`config.mk`:
```
export PLATFORM = sky130hd
export DESIGN_NAME = uart_baud_gen
export DESIGN_NICKNAME = d
export VERILOG_FILES = /design/src/rtl/uart_baud_gen_pkg.sv /design/src/rtl/uart_baud_gen.sv
export SDC_FILE = /design/constraint.sdc
export NUM_CORES = 1
export LEC_CHECK = 0
export BUFFER_PORTS_ARGS = -buffer_cell sky130_fd_sc_hd__buf_4
export CORE_ASPECT_RATIO = 1.5
export CORE_UTILIZATION = 24
export CTS_BUF_LIST = sky130_fd_sc_hd__clkbuf_2 sky130_fd_sc_hd__clkbuf_4 sky130_fd_sc_hd__clkbuf_8
export CTS_CLUSTER_DIAMETER = 80
export DETAILED_ROUTE_END_ITERATION = 8
export GPL_TIMING_DRIVEN = 0
export SYNTH_ARGS = -nofsm -noshare
export SYNTH_HDL_FRONTEND = slang
export SYNTH_SLANG_ARGS = --single-unit
```
`constraint.sdc`:
```
create_clock -name uart_clk -period 3.91 [get_ports uart_clk]
set_clock_uncertainty 0.2 [all_clocks]
set_input_delay 0.9775 -clock uart_clk [delete_from_list [all_inputs] [get_ports uart_clk]]
set_output_delay 0.9775 -clock uart_clk [all_outputs]
set_load 0.05 [all_outputs]
```
`src/rtl/uart_baud_gen_pkg.sv`:
```
// Shared constants and helpers for the UART baud-rate generator.
// Holds the default clock and baud rates plus the accumulator width rule.
package uart_baud_gen_pkg;

    localparam int DEF_CLOCK_SPEED = 100_000_000;
    localparam int DEF_BAUD_RATE   = 115_200;

    // The extra bit keeps acc + baud_rate from wrapping before the compare.
    function automatic int acc_width(input longint clock_speed, input longint rate);
        return $clog2(clock_speed + rate) + 1;
    endfunction

endpackage

```
`src/rtl/uart_baud_gen.sv`:
```
// Fractional baud tick: phase accumulator adds baud_rate, wraps at baud_clock_speed.
// Latency: baud_ena registered, 1 cycle after the wrapping edge. Backpressure: none, free-running.
module uart_baud_gen
    import uart_baud_gen_pkg::*;
#(
    parameter int baud_clock_speed = DEF_CLOCK_SPEED,
    parameter int baud_rate        = DEF_BAUD_RATE
) (
    input  logic uart_clk,
    input  logic uart_rst,
    output logic baud_ena
);

    localparam int ACC_W = acc_width(longint'(baud_clock_speed), longint'(baud_rate));

    localparam logic [ACC_W-1:0] INC = ACC_W'(baud_rate);
    localparam logic [ACC_W-1:0] DIV = ACC_W'(baud_clock_speed);

    if (baud_clock_speed <= 0 || baud_rate <= 0 || baud_rate > baud_clock_speed) begin : g_bad_params
        $error("uart_baud_gen: illegal parameters baud_clock_speed=%0d baud_rate=%0d",
               baud_clock_speed, baud_rate);
    end

    logic [ACC_W-1:0] acc_q;
    logic [ACC_W-1:0] acc_d;
    logic [ACC_W-1:0] sum;
    logic             ena_q;
    logic             ena_d;

    // A single subtract suffices: acc < C and B <= C keep sum below 2*C.
    always_comb begin
        sum   = acc_q + INC;
        acc_d = sum;
        ena_d = 1'b0;
        if (sum >= DIV) begin
            acc_d = sum - DIV;
            ena_d = 1'b1;
        end
    end

    always_ff @(posedge uart_clk) begin
        if (!uart_rst) begin
            acc_q <= '0;
            ena_q <= 1'b0;
        end else begin
            acc_q <= acc_d;
            ena_q <= ena_d;
        end
    end

    assign baud_ena = ena_q;

endmodule

```
==> impl_metrics.ini, run 1 <==
[timing]
timing.final.crit_share_pct = 89.7
worstMarginPinSlew_ns = 0.725
grt_setup_unrepaired = false
period_minus_slack_ns = 3.51
fmax_ghz = 0.285
max_slew_margin_pct = 51.2
timing.setup.tns_ns = 0
slew_viol_final = 0
finalSetupViolCount = 0
timing_hold_violations_final = 0

[floorplanning]
die_width_um = 71.1
core_area_um2 = 6900
die_y_um = 106
fp.dieArea_um2 = 7520
top_level_ports = 3
placement_row_count = 37
initial_core_util_pct = 24.9

[power]
power_density_nw_per_um2 = 300
leakage_nw = 0.690
irDropWorstVdd_uv = 105

[route]
vias_per_cell = 5.44
via_count_of_the_routed_design = 1669
route.final.wire_length_um = 4410
post-route-drc-count = 0
drt-initial-drc-count = 79
final_antenna_net_count = 0
wire_per_inst_um = 14.4
dr.pass1.iters = 4

[cts]
tritoncts.num_buffers = 3
clock_insertion_delay_worst_skew_ns = 0.27
clk_transition_reported_paths_ns = 0.09
cts_tree = yes
post_cts.repair.setup_buffers = 0
postCtsHoldBufs = 0
clk_root_buffer_cell = clkbuf_8
clk_buf_depth = 2
resize_count_post_cts = 0
cts-htree-levels = 1
clkSinkCount = 21

[global_routing]
grt_pass1_wl_um = 7460
grt_max_degree = 12
number_of_antenna_violations_at_the_first_check_in_global_routing = 0
groute.usage.overall_pct = 12.5
grt_overflow_total = 0
first_global_vias = 1599

[cells_and_area]
layout-area-overhead-vs-synth_pct = 9.38
layout-drive-gt1-share_pct = 10.5
most_common_cell_after_layout_fill_and_taps_aside = dfxtp_1
antenna_cells = 0
layout_common_cells = dfxtp_1 (21), nand2_1 (17), nor2_1 (15), o21ai_0 (15)
nets = 236
finalCoreUtilization_pct = 27.3

[placed_design]
hpwl_um = 3310
gpl.final_weighted_congestion = 0.827
io_buffer_count = 2

[synthesis]
syn-instance-count = 223
synth-warning-count = 0
synth.distinct_cells = 53
ys_seq_elements = 21
synth.net_count = 229
syn_area_per_cell_um2 = 7.71
summed_instance_area_of_the_synthesized_netlist_um2 = 1720
synth_seq_area_share_pct = 24.4

[setup_path]
worstPathRequired_ns = 3.91
crit_fanout = 10
worst_setup_path_start_kind = register
timing_worst_setup_path_type = reg2reg
cp_data_arrival_time_ns = 3.51
crit_path_end_kind = register

[outcome]
run_status = complete, no violations

[min_path]
worst_hold_class = reg2reg

[run]
max-cap-violations = 0
==> worst max-delay path: stages (launching register included) <==
cell	delay, ns
dfxtp_1	0.42
buf_2	0.24
nand4_1	0.22
o21ai_1	0.47
a311oi_1	0.27
a211oi_1	0.47
and4b_1	0.29
buf_6	0.15
nor2_2	0.06
buf_6	0.16
or3_1	0.35
a21oi_1	0.14
==> state kept, by name, summed over array words and instances, names as in the netlist <==
signal    flops
acc_q        20
baud_ena      1
==> routing by layer <==
| layer | vias to the layer above | part of all wire, % | GRT usage, % |
|---|---|---|---|
| met5 | - | 0 | 0 |
| li1 | 830 | - | - |
| met2 | 36 | 52 | 22.9 |
| met4 | 0 | 3.7 | 7.00 |
| met3 | 12 | 3.1 | 1.82 |
| met1 | 791 | 41 | 13.4 |
==> cell usage after synthesis (all sizes together) <==
master	instances	share of area [%]
a41o	1	0.58
or4b	1	0.58
a21boi	1	0.44
o21ba	1	0.58
nor2	16	3.6
o21ai	16	4.7
a32o	1	0.58
o21a	2	0.87
mux2i	4	2.3
o211ai	4	1.7
nand3b	2	0.87
dfxtp	21	24
o31a	2	1.0
xor2	4	2.0
a21bo	2	1.2
inv	5	1.1
clkbuf	4	0.87
a311oi	1	0.51
and3	8	2.9
a211oi	4	1.7
nand2b	5	1.8
nand2	17	3.7
a31oi	4	1.5
nor2b	1	0.36
nand4b	1	0.51
a21oi	13	3.8
or3	5	1.8
and4b	2	1.2
nand4	4	1.8
nor3b	1	0.44
or2	2	0.73
xnor2	14	7.1
a31o	2	1.0
ha	4	2.9
nor4	2	0.73
a22oi	1	0.73
a21o	2	0.87
buf	10	4.3
o31ai	1	0.44
nor3	7	2.6
and2	3	1.1
nand3	14	4.1
a211o	1	0.51
or4	3	1.3
and4	4	2.0
==> power by group <==
part / leakage (nW) / switching (mW) / internal [mW]
Clock: 0.0262 / 0.0811 / 0.0799
Sequential: 0.171 / 0.0126 / 0.226
Combinational: 0.493 / 0.103 / 0.0623
==> final cells by class <==
cell class | instances | area [um2]
Clock buffer | 4 | 48.8
Fill cell | 753 | 5020
Timing Repair Buffer | 2 | 15.0
Multi-Input combinational cell | 183 | 1190
Inverter | 5 | 18.8
Tap cell | 78 | 97.6
Sequential cell | 21 | 420
Buffer | 14 | 88.8
==> worst paths after layout <==
kind	start	endpoint	slack, ns	cells after the start
min	acc_q[21]	acc_q[21]	0.35	2
max reg2reg	acc_q[9]	acc_q[26]	0.40	11
max	acc_q[9]	acc_q[26]	0.40	11
min reg2reg	acc_q[21]	acc_q[21]	0.35	2
==> metrics by stage <==
step	instance area [um2]	power, mW	cells	setup slack [ns]	hold slack (ns)
CTS	1880	0.567	307	0.479	0.350
finish	1880	0.565	307	0.401	0.351
detailed placement	1830	0.409	303	0.511	0.338
global route	1880	0.595	307	0.0883	0.384
global placement	1830	0.406	303	0.510	0.336
floorplan	1720	0.370	223	1.03	0.303
==> cells by family after synthesis <==
logic type               share of synthesized area (%)
AND/OR/NAND/NOR                                   32.2
AO/OA/AOI/OAI                                     22.7
flip-flops                                        24.4
buffers and inverters                             6.25
XOR/XNOR                                          9.16
multiplexers                                      2.33
adder cells (fa/ha/maj)                           2.91
Power figures use the tool's default switching activity.
==> run 2, diff against run 1 <==
--- a/config.mk
+++ b/config.mk
@@ -12,6 +12,7 @@
 export CTS_CLUSTER_DIAMETER = 80
 export DETAILED_ROUTE_END_ITERATION = 8
 export GPL_TIMING_DRIVEN = 0
+export PLACE_DENSITY_LB_ADDON = 0.15
 export SYNTH_ARGS = -nofsm -noshare
 export SYNTH_HDL_FRONTEND = slang
 export SYNTH_SLANG_ARGS = --single-unit
==> impl_metrics.ini, run 2 (same netlist as run 1, synthesis figures left out) <==
[outcome]
run_status = complete, no violations

[cts]
clk_root_buffer_cell = clkbuf_8
clk_buf_depth = 2
clock_insertion_delay_worst_skew_ns = 0.28
resize_count_post_cts = 0
post_cts.repair.setup_buffers = 0
postCtsHoldBufs = 0
cts_tree = yes
tritoncts.num_buffers = 3
clk_transition_reported_paths_ns = 0.09
cts-htree-levels = 1
clkSinkCount = 21

[route]
post-route-drc-count = 0
wire_per_inst_um = 15.9
via_count_of_the_routed_design = 1592
drt-initial-drc-count = 59
vias_per_cell = 5.19
route.final.wire_length_um = 4890
final_antenna_net_count = 0
dr.pass1.iters = 5

[power]
intPower_mw = 0.369
psw_mw = 0.204
combPwrFrac_pct = 29.7
clkPwrFrac_pct = 28.6
finalPower_mw = 0.572
power_density_nw_per_um2 = 304
power.share.sequential_pct = 41.7
p_sw_share_pct = 35.6
leakage_nw = 0.690
irDropWorstVdd_uv = 101

[floorplanning]
fp.dieArea_um2 = 7520
die_y_um = 106
core_area_um2 = 6900
placement_row_count = 37
initial_core_util_pct = 24.9
die_width_um = 71.1
top_level_ports = 3

[setup_path]
reg2reg_depth = 9
crit_path_start = acc_q[10]
timing_worst_setup_path_type = reg2reg
cp_data_arrival_time_ns = 3.50
worstReg2RegEnd = acc_q[21]
worstPathRequired_ns = 3.91
rr_startpoint = acc_q[10]
crit_path_end = acc_q[21]
r2r_setup_slack_ns = 0.42
crit_fanout = 10
crit_path_end_kind = register
worst_setup_path_start_kind = register

[timing]
timing.setup.tns_ns = 0
fmax_ghz = 0.286
grt_setup_unrepaired = false
timing_hold_violations_final = 0
finalSetupViolCount = 0
max_slew_margin_pct = 46.4
period_minus_slack_ns = 3.49
hold_slack_ns = 0.370
slew_viol_final = 0
timing.final.crit_share_pct = 89.4
worstMarginPinSlew_ns = 0.796

[min_path]
worst_hold_class = reg2reg

[run]
max-cap-violations = 0

[placed_design]
gpl.final_weighted_congestion = 0.786
io_buffer_count = 2
hpwl_um = 3670
placed_cell_area_um2 = 1830

[cells_and_area]
most_common_cell_after_layout_fill_and_taps_aside = dfxtp_1
finalCoreUtilization_pct = 27.3
largest_register_ffs = 20
layout-drive-gt1-share_pct = 10.5
antenna_cells = 0
layout-area-overhead-vs-synth_pct = 9.38
top_register = acc_q
stdcell_area_um2 = 1880
nets = 236
layout_common_cells = dfxtp_1 (21), nand2_1 (17), nor2_1 (15), o21ai_0 (15)

[global_routing]
groute.usage.overall_pct = 13.9
first_global_vias = 1521
grt_max_degree = 12
grt_overflow_total = 0
number_of_antenna_violations_at_the_first_check_in_global_routing = 0
grt_pass1_wl_um = 7850
[run 2: cell counts in the layout (fill, tap and decap cells not counted)]
Identical to the previous run, type by type.
[run 2: power groups by stage]
stage / Sequential [mW] / Combinational, mW / Clock, mW
final: 0.239 / 0.170 / 0.164
after global routing: 0.242 / 0.190 / 0.179
after CTS: 0.239 / 0.172 / 0.174
after detailed placement: 0.244 / 0.171 / 0
after global placement: 0.245 / 0.172 / 0
after floorplan: 0.240 / 0.129 / 0
[run 2: worst min path at each step]
stage,to,cells past startpoint,start
2_1_floorplan,acc_q[21],2,acc_q[21]
3_3_place_gp,acc_q[21],2,acc_q[21]
3_5_place_dp,acc_q[21],2,acc_q[21]
4_1_cts,acc_q[21],2,acc_q[21]
5_1_grt,acc_q[21],2,acc_q[21]
6_report,acc_q[21],2,acc_q[21]
[run 2: worst max-delay path: stages, from the launching register on]
cell      delay [ns]
dfxtp_1         0.52
ha_1            0.29
clkbuf_1        0.35
nor3_1          0.12
o21ai_0         0.51
a31oi_1         0.21
o21ai_0         0.67
o211ai_1        0.23
a21o_1          0.22
a21oi_1         0.10
[run 2: area by class of cell]
type                       instances  area, um2
fill                             760       5020
multi-input combinational        183       1190
sequential                        21        420
tap                               78       97.6
buffer                            14       88.8
clock buffer                       4       48.8
inverter                           5       18.8
timing repair buffer               2       15.0
[run 2: stage by stage]
stage / setup slack [ns] / instances
final: 0.415 / 307
after global routing: 0.00295 / 307
after CTS: 0.379 / 307
after detailed placement: 0.402 / 303
after global placement: 0.345 / 303
after floorplan: 1.03 / 223
[run 2: routing by layer]
layer  wire, um  global-route usage (%)  vias to the layer above  part of all wire [%]
met4        130                    7.00                        0                   2.7
li1           -                       -                      830                     -
met2       2620                    26.0                        9                    54
met5          0                       0                        -                     0
met1       2100                    15.0                      746                    43
met3         40                    1.43                        7                  0.82
